<file path="src/rtl/hex_display_arbiter.sv">
// Round-robin arbiter that shares one 4-digit hex display among NREQ producers.
// Each accepted value is held on screen for HOLD_CYCLES; the display blanks after BLANK_CYCLES of idle time.
module hex_display_arbiter #(
  parameter int NREQ         = 4,
  parameter int HOLD_CYCLES  = 50_000_000,
  parameter int BLANK_CYCLES = 250_000_000
) (
  input  logic                 CLK,
  input  logic                 RST,
  input  logic [NREQ-1:0]      req_valid,
  input  logic [16*NREQ-1:0]   req_data,
  output logic [NREQ-1:0]      req_ready,
  output logic [15:0]          disp_data,
  output logic [2:0]           disp_owner,
  output logic                 disp_blank,
  output logic                 busy
);

  localparam int TMAX = (HOLD_CYCLES > BLANK_CYCLES) ? HOLD_CYCLES : BLANK_CYCLES;
  localparam int TW   = $clog2(TMAX + 1);
  localparam int IW   = (NREQ > 1) ? $clog2(NREQ) : 1;

  typedef enum logic {IDLE, HOLD} state_t;

  state_t          state;
  logic [TW-1:0]   timer;
  logic [IW-1:0]   rr_ptr;
  logic [IW-1:0]   win;
  logic [IW-1:0]   rr_next;
  logic            found;
  logic [15:0]     data_arr [NREQ];

  for (genvar g = 0; g < NREQ; g++) begin : g_unpack
    assign data_arr[g] = req_data[16*g +: 16];
  end

  // Rotating priority search: first valid requester at or after rr_ptr.
  always_comb begin
    found   = 1'b0;
    win     = '0;
    rr_next = '0;
    for (int unsigned k = 0; k < NREQ; k++) begin
      automatic int unsigned idx = (32'(rr_ptr) + k) % NREQ;
      if (!found && req_valid[IW'(idx)]) begin
        found   = 1'b1;
        win     = IW'(idx);
        rr_next = IW'((idx + 1) % NREQ);
      end
    end
  end

  always_comb begin
    req_ready = '0;
    if (state == IDLE && found)
      req_ready = NREQ'(1) << win;
  end

  always_ff @(posedge CLK) begin
    if (RST) begin
      state      <= IDLE;
      timer      <= '0;
      rr_ptr     <= '0;
      disp_data  <= '0;
      disp_owner <= '0;
      disp_blank <= 1'b1;
      busy       <= 1'b0;
    end else begin
      case (state)
        IDLE: begin
          // An accept takes precedence over the idle timer expiring.
          if (found) begin
            disp_data  <= data_arr[win];
            disp_owner <= 3'(win);
            disp_blank <= 1'b0;
            busy       <= 1'b1;
            rr_ptr     <= rr_next;
            timer      <= TW'(HOLD_CYCLES - 1);
            state      <= HOLD;
          end else if (timer == '0) begin
            disp_blank <= 1'b1;
          end else begin
            timer <= timer - TW'(1);
          end
        end
        HOLD: begin
          if (timer == '0) begin
            state <= IDLE;
            busy  <= 1'b0;
            timer <= TW'(BLANK_CYCLES - 1);
          end else begin
            timer <= timer - TW'(1);
          end
        end
        default: state <= IDLE;
      endcase
    end
  end

endmodule

</file>
<file path="config.mk">
export PLATFORM = sky130hd
export DESIGN_NAME = hex_display_arbiter
export DESIGN_NICKNAME = d
export VERILOG_FILES = /design/src/rtl/hex_display_arbiter.sv
export SDC_FILE = /design/constraint.sdc
export NUM_CORES = 1
export LEC_CHECK = 0
export BUFFER_PORTS_ARGS = -buffer_cell sky130_fd_sc_hd__buf_2
export CORE_ASPECT_RATIO = 0.75
export CORE_MARGIN = 1.5
export CORE_UTILIZATION = 30
export CTS_CLUSTER_DIAMETER = 60
export DETAILED_ROUTE_END_ITERATION = 6
export SLEW_MARGIN = 10
export SYNTH_ARGS = -nofsm -noshare
export SYNTH_HDL_FRONTEND = slang
export SYNTH_SLANG_ARGS = --single-unit
export TNS_END_PERCENT = 30
</file>
<file path="constraint.sdc">
create_clock -name CLK -period 4.5 [get_ports CLK]
set_input_delay 0.45 -clock CLK [delete_from_list [all_inputs] [get_ports CLK]]
set_output_delay 0.45 -clock CLK [all_outputs]
set_load 0.01 [all_outputs]
</file>
==> summary.txt, run 1 <==
=========================================================================================
Share of the yosys chip area belonging to registers                                 0.333
Relative contribution of sequential cells to total power                            0.406
Final setup violation count                                                             0
Proportion of register bits with asynchronous set or reset after synthesis              0
Part of the power in the clock network                                              0.379
Number of distinct standard cells referenced by the synthesized netlist                56
Category of the critical setup timing path                                   flip-flop to flip-flop
Number of max-cap violations                                                            0
RSZ-0062 raised after global routing                                                false
Number of core rows                                                                    31
Num CTS Buffers                                                                         5
Mean post-synth cell area                                                       8.82 um^2
Pre-antenna DRT Iters                                                                   5
Drt drc                                                                                 0
P_leak                                                                         0.00151 uW
Global-route wire length before repair                                            13.5 mm
Reg-to-Reg End                                                               timer[3]$_SDFFE_PP0P_
Number of buffers inserted by port buffering                                           93
Startpoint Class                                                                flip-flop
Ports placed on the boundary                                                           95
Worst Skew                                                                        2.86 ps
Routed len/inst                                                                   15.1 um
Starting DRC count in detailed routing                                                183
Initial antenna violation count                                                         0
Synthesized net count                                                                 419
Skew-Pair Late Insertion Delay                                                     290 ps
Vias per std cell                                                                    5.39
GR peak layer                                                                        met2
Largest net degree at the start of global routing                                      48
Worst reg2reg path depth                                                                5
Area of the core                                                                9770 um^2
Number of global-route vias before repair                                           2,682
Pint                                                                               940 uW
Number of synthesized flops with an enable pin                                          0
Max Transition Viols Final                                                              0
Clock-pin slew on the worst setup and hold paths                                    70 ps
# diodes                                                                                0
Arrival time worst endpoint                                                       2840 ps
Post-synth top area share                                                           0.333
Total congestion overflow after global routing                                          0
Rel. slew slack                                                                     0.267
Synth area leaders                                                           sky130_fd_sc_hd__dfxtp_1 33%, sky130_fd_sc_hd__mux2i_1 11%, sky130_fd_sc_hd__nand3b_1 4.9%, sky130_fd_sc_hd__o221ai_1 4.9%, sky130_fd_sc_hd__xnor2_1 3.4%
Setup WS pre-CTS                                                                  1860 ps
Yosys warns                                                                             0
Worst reg2reg setup slack                                                         1850 ps
Capture point of the worst path                                              timer[3]$_SDFFE_PP0P_
Summed instance area of the synthesized netlist                                 3060 um^2
CTS tree                                                                            built
FF-to-FF Start                                                               timer[22]$_SDFFE_PP0P_
Count of antenna-violating nets left after detailed routing                             0
Vias                                                                                3,000
Sum of routed wire length over all layers                                         8.42 mm
Cell accounting for the most synthesized area                                sky130_fd_sc_hd__dfxtp_1
Area taken by multi-input logic gates                                           1920 um^2
Hold Path Class                                                              primary input to flip-flop
Die extent in y                                                                   90.5 um
Combinational share of power                                                        0.215
Number of setup buffers added after CTS                                                 0
Met1 track demand over resource in global routing                                   0.218
DPL Wire Length                                                                   6.09 mm
Timing startpoint of the critical path                                       timer[22]$_SDFFE_PP0P_
Worst EP required                                                                 4690 ps
Total global routing track utilization                                              0.153
Met3 routing resource usage after global routing                                   0.0360
Post-route setup slack                                                            1850 ps
Final core utilization                                                              0.389
Share of final-layout standard cells stronger than drive strength 1                 0.287
Final min period                                                                  2650 ps
Result of the run                                                               completed
Area of the die                                                               10,800 um^2
Final nets                                                                            496
Clock Root Buffer                                                            sky130_fd_sc_hd__clkbuf_16
Number of buffers on the longest clock path                                             2
Hold-fix buffers, CTS                                                                   0
Area growth syn-to-layout                                                           24.3%
Hold_ws                                                                            467 ps
Final RePlAce weighted congestion                                                   0.884
Endpoint type of the worst setup path                                           flip-flop
Slew @ Worst Pin                                                                  1100 ps
Effective utilization at floorplan                                                  0.313
Clock Sinks                                                                            51
Flops & latches, synth                                                                 51
Crit share post-route                                                               0.589
Dominant register cell in the synthesized netlist                            sky130_fd_sc_hd__dfxtp_1
Maximum achievable frequency                                                      377 MHz
Slowest library cell on the worst path                                       sky130_fd_sc_hd__nor4_1
Chip width                                                                         120 um
Peak supply drop                                                                   186 uV
Level count of the clock H-tree                                                         2
Net switching share of the total power                                              0.281
Slowest cell delay on critical path                                                720 ps
Post-synthesis cell count                                                             347
Post-CTS sizing                                                                         0
Net load switching power                                                           367 uW
Final hold viol count                                                                   0
# fillers                                                                           1,005
Flip-flop and latch area                                                        1020 um^2
Global routing usage on met2                                                        0.232
Total negative setup slack                                                           0 ps
Largest driver fanout on the critical path                                              9
Power per cell area                                                           343 nW/um^2
Critical Path, Cell by Cell                                                  nor4_1, nand4_1, nor2_2, nor3_1, o41ai_1
=========================================================================================
-- cells by family after synthesis --
kind of cell | count (synthesis) | synth area share
and+or+nand+nor | 132 | 0.274
adders and majority gates | 2 | 0.00817
xor gates and xnor gates | 12 | 0.0343
buffers and inverters | 30 | 0.0409
DFF | 51 | 0.333
other | 1 | 0.00122
muxes | 34 | 0.111
AOI/OAI and AO/OA | 85 | 0.197
-- routing by layer --
metal | wire [um] | up-vias
li1 | - | 1485
met1 | 4060 | 1413
met2 | 3780 | 95
met3 | 492 | 7
met4 | 84 | 0
met5 | 0 | -
-- final cells by class --
class	count	share of cell area
multi-input cells	266	0.505
flip-flops and latches	51	0.268
inverters	4	0.00395
repair buffers	96	0.128
well taps	132	0.0434
clock inverters	3	0.0178
clock buffers	5	0.0329
-- cells in the mapped netlist (all sizes together), types with 6 or more instances --
cell    instances
a211oi          6
a21oi          19
a31oi          11
buf             8
clkbuf         18
dfxtp          51
mux2i          34
nand2          10
nand2b         12
nand3           6
nand3b         20
nor2           23
nor3           13
nor4            8
o21ai          10
o221ai         17
or3             6
or4             9
xnor2          12
-- state kept, by name (all words and copies together), names as in the netlist --
signal / flops
disp_owner: 2
rr_ptr: 2
timer: 28
disp_data: 16
state: 1
busy: 1
disp_blank: 1
-- worst min path at each step --
stage / start / to / slack [ps] / cells past startpoint
2_1_floorplan: timer[18]$_SDFFE_PP0P_ / timer[18]$_SDFFE_PP0P_ / 450 / 1
3_5_place_dp: disp_owner[1]$_SDFFE_PP0P_ / disp_owner[1]$_SDFFE_PP0P_ / 470 / 2
3_3_place_gp: disp_owner[1]$_SDFFE_PP0P_ / disp_owner[1]$_SDFFE_PP0P_ / 450 / 2
5_1_grt: req_data[34] / disp_data[2]$_SDFFE_PP0P_ / 460 / 3
4_1_cts: req_data[35] / disp_data[3]$_SDFFE_PP0P_ / 460 / 3
6_report: req_data[34] / disp_data[2]$_SDFFE_PP0P_ / 470 / 3
-- stage by stage --
stage | total power (uW) | cells | cell area [um^2]
floorplan | 724 | 347 | 3060
global placement | 816 | 549 | 3610
detailed placement | 819 | 549 | 3610
CTS | 1320 | 557 | 3800
global route | 1380 | 557 | 3800
finish | 1310 | 557 | 3800
-- layout by cell type, fill, tap and decap left out, types with 11 or more instances in the layout --
| cell type | synthesis | final |
|---|---|---|
| sky130_fd_sc_hd__nor3_1 | 12 | 12 |
| sky130_fd_sc_hd__mux2i_1 | 34 | 34 |
| sky130_fd_sc_hd__a21oi_1 | 19 | 19 |
| sky130_fd_sc_hd__a31oi_1 | 11 | 11 |
| sky130_fd_sc_hd__xnor2_1 | 12 | 12 |
| sky130_fd_sc_hd__nand3b_1 | 20 | 20 |
| sky130_fd_sc_hd__o221ai_1 | 17 | 17 |
| sky130_fd_sc_hd__nor2_1 | 22 | 21 |
| sky130_fd_sc_hd__dfxtp_1 | 51 | 51 |
| sky130_fd_sc_hd__nand2b_1 | 12 | 12 |
| sky130_fd_sc_hd__buf_2 | 7 | 93 |
-- critical path: cells and delay by family (launching register included) --
| kind | cells | cell delay (ps) |
|---|---|---|
| AND/OR/NAND/NOR | 4 | 1890 |
| flip-flops | 1 | 350 |
| AO/OA/AOI/OAI | 1 | 300 |
-- power by group through the flow --
stage	Clock (uW)	Combinational [uW]	Sequential, uW
finish	495	280	531
global route	529	309	537
CTS	506	281	530
detailed placement	0	280	539
global placement	0	277	539
floorplan	0	186	538
Power figures use the tool's default switching activity.
==> run 2, diff against run 1 <==
Settings changed: ABC_AREA from default to 1.
Clock period 4.5 ns to 2.1 ns, I/O delays scaled along.
==> summary.txt, run 2 <==
=========================================================================================
Final hold viol count                                                                   0
Level count of the clock H-tree                                                         2
Clock Root Buffer                                                            sky130_fd_sc_hd__clkbuf_16
Skew-Pair Late Insertion Delay                                                     290 ps
Flops & latches, synth                                                                 51
Slew @ Worst Pin                                                                   667 ps
Dominant register cell in the synthesized netlist                            sky130_fd_sc_hd__dfxtp_1
Die extent in y                                                                    101 um
Share of the yosys chip area belonging to registers                                 0.266
Final min period                                                                  2170 ps
Final RePlAce weighted congestion                                                   0.873
Max FFs per register                                                                   28
Cell accounting for the most synthesized area                                sky130_fd_sc_hd__dfxtp_1
Chip width                                                                         134 um
# fillers                                                                           1,317
Largest driver fanout on the critical path                                              6
Rel. slew slack                                                                     0.556
Hold_ws                                                                            314 ps
Largest registers                                                            timer x28, disp_data x16
Pre-antenna DRT Iters                                                                   5
GR peak layer                                                                        met1
Num CTS Buffers                                                                         5
Global-route wire length before repair                                            19.7 mm
Final nets                                                                            823
Routed len/inst                                                                   12.7 um
Final instance area                                                             5110 um^2
Critical Path, Cell by Cell                                                  buf_6, nand2_4, nand2_4, nand2_4, nand2_4, nor2_8, nand3_4, nand3_4, inv_2, nor3_2, buf_2
Final setup violation count                                                             4
Clock-pin slew on the worst setup and hold paths                                    70 ps
Category of the critical setup timing path                                   flip-flop to output port
Number of buffers on the longest clock path                                             2
P_leak                                                                         0.00280 uW
Cell types with the highest counts after synthesis                           124 x sky130_fd_sc_hd__inv_1, 121 x sky130_fd_sc_hd__nand2_1, 76 x sky130_fd_sc_hd__nor2_1, 59 x sky130_fd_sc_hd__nand3_1, 51 x sky130_fd_sc_hd__dfxtp_1
Power per cell area                                                          1610 nW/um^2
Library cell with the highest instance count after synthesis                 sky130_fd_sc_hd__inv_1
Number of max-cap violations                                                            0
Summed instance area of the synthesized netlist                                 3830 um^2
Number of synthesized flops with an enable pin                                          0
Max Transition Viols Final                                                              0
Area of the die                                                               13,500 um^2
Slowest cell delay on critical path                                                370 ps
Number of distinct standard cells referenced by the synthesized netlist                42
Post-synthesis cell count                                                             621
Worst Skew                                                                        4.25 ps
Synthesized net count                                                                 693
Peak supply drop                                                                   775 uV
Area of the core                                                              12,400 um^2
Sum of routed wire length over all layers                                         11.6 mm
Total global routing track utilization                                              0.181
Number of buffers inserted by port buffering                                           93
Clock Sinks                                                                            51
Total congestion overflow after global routing                                          0
Vias                                                                                4,231
Met1 track demand over resource in global routing                                   0.283
Area growth syn-to-layout                                                           33.2%
Mean post-synth cell area                                                       6.17 um^2
Proportion of register bits with asynchronous set or reset after synthesis              0
Most common library cell in the layout ignoring fill and taps                sky130_fd_sc_hd__inv_1
Number of core rows                                                                    35
Endpoint type of the worst setup path                                         output port
Starting DRC count in detailed routing                                                269
Post-route setup slack                                                           -72.8 ps
Largest net degree at the start of global routing                                      30
Number of global-route vias before repair                                           3,924
Area taken by multi-input logic gates                                           2270 um^2
Failing checks                                                               setup timing
Hold Path Class                                                              primary input to flip-flop
DPL Wire Length                                                                   8.93 mm
Total cell area at the placement stage                                          4780 um^2
Met3 routing resource usage after global routing                                   0.0347
Most used cells in the layout excluding fill and tap cells                   124 x sky130_fd_sc_hd__inv_1, 109 x sky130_fd_sc_hd__nand2_1, 93 x sky130_fd_sc_hd__buf_2, 71 x sky130_fd_sc_hd__nor2_1, 59 x sky130_fd_sc_hd__nand3_1
Global routing usage on met2                                                        0.257
Yosys warns                                                                             0
Effective utilization at floorplan                                                  0.309
Slowest library cell on the worst path                                       sky130_fd_sc_hd__dfxtp_4
Maximum achievable frequency                                                      460 MHz
Crit share post-route                                                                1.03
Post-synth top area share                                                           0.266
Synth area leaders                                                           sky130_fd_sc_hd__dfxtp_1 27%, sky130_fd_sc_hd__inv_1 12%, sky130_fd_sc_hd__nand2_1 12%, sky130_fd_sc_hd__nand3_1 7.7%, sky130_fd_sc_hd__nor2_1 7.4%
Worst path most repeated cell                                                sky130_fd_sc_hd__nand2_4
RSZ-0062 raised after global routing                                                 true
Final core utilization                                                              0.412
Count of antenna-violating nets left after detailed routing                             0
Vias per std cell                                                                    4.61
Worst EP required                                                                 1890 ps
Drt drc                                                                                 0
# diodes                                                                                0
Startpoint Class                                                                flip-flop
Initial antenna violation count                                                         0
Arrival time worst endpoint                                                       1960 ps
Result of the run                                                            complete, but fails checks
Post-route total power                                                            8210 uW
Share of final-layout standard cells stronger than drive strength 1                 0.296
Flip-flop and latch area                                                        1030 um^2
CTS tree                                                                            built
Ports placed on the boundary                                                           95
Register with the highest flop count                                                timer
Worst reg2reg setup slack                                                          120 ps
=========================================================================================
run 2: cell count changes after synthesis, sizes merged, moves of 9 or more:
cell    delta
inv      +125
nor2      +65
nand2    +119
o221ai    -17
buf       +16
or4        -9
nand3     +65
nand2b    -12
clkbuf    -16
nand3b    -19
mux2i     -34
nand4     +35
run 2: cells by family after synthesis:
| family | synth area share |
|---|---|
| buf+inv | 0.172 |
| other cells | 0.000978 |
| flops | 0.266 |
| fa+ha+maj | 0.00653 |
| simple gates | 0.441 |
| compound gates | 0.0858 |
| xor+xnor | 0.0274 |
run 2: final timing paths:
kind                           start                        end  cells past startpoint
max           rr_ptr[0]$_SDFFE_PP0P_               req_ready[2]                     11
min                     req_data[40]  disp_data[8]$_SDFFE_PP0P_                      7
min reg2reg  disp_blank$_SDFFE_PP1P_    disp_blank$_SDFFE_PP1P_                      2
max reg2reg   rr_ptr[0]$_SDFFE_PP0P_     timer[13]$_SDFFE_PP0P_                     14
run 2: what timing repair did:
action,CTS,global route
setup buffers,4,0
setup endpoints to repair,4,24
hold buffers,0,0
pin swaps,10,12
resized for setup,27,15
run 2: power by group:
group / total [uW] / switching [uW] / internal (uW)
combinational: 5750 / 3320 / 2430
sequential: 1540 / 253 / 1280
clock: 925 / 368 / 557
run 2: layout make-up:
class                   instances  area share
well taps                     166      0.0407
multi-input cells             415       0.444
clock buffers                   6      0.0252
clock inverters                 1     0.00588
flip-flops and latches         51       0.201
repair buffers                149       0.187
inverters                     129      0.0963
run 2: critical path: cells and delay by family (launching register included):
family / cells / cell delay [ps]
flip-flops: 1 / 370
buffers and inverters: 3 / 370
AND/OR/NAND/NOR: 8 / 920
run 2: routing by layer:
layer / vias up / routed length, um / part of all wire
li1: 2232 / - / -
met1: 1850 / 6190 / 0.53
met2: 142 / 4550 / 0.39
met3: 7 / 793 / 0.068
met4: 0 / 64 / 0.0055
met5: - / 0 / 0
run 2: stage by stage:
step,worst slack (ps),instances,TNS (ps)
after floorplan,128,621,0
after global routing,-186,917,-659
after CTS,-51.1,918,-194
after detailed placement,23.6,907,0
final,-72.8,917,-213
after global placement,34.5,907,0
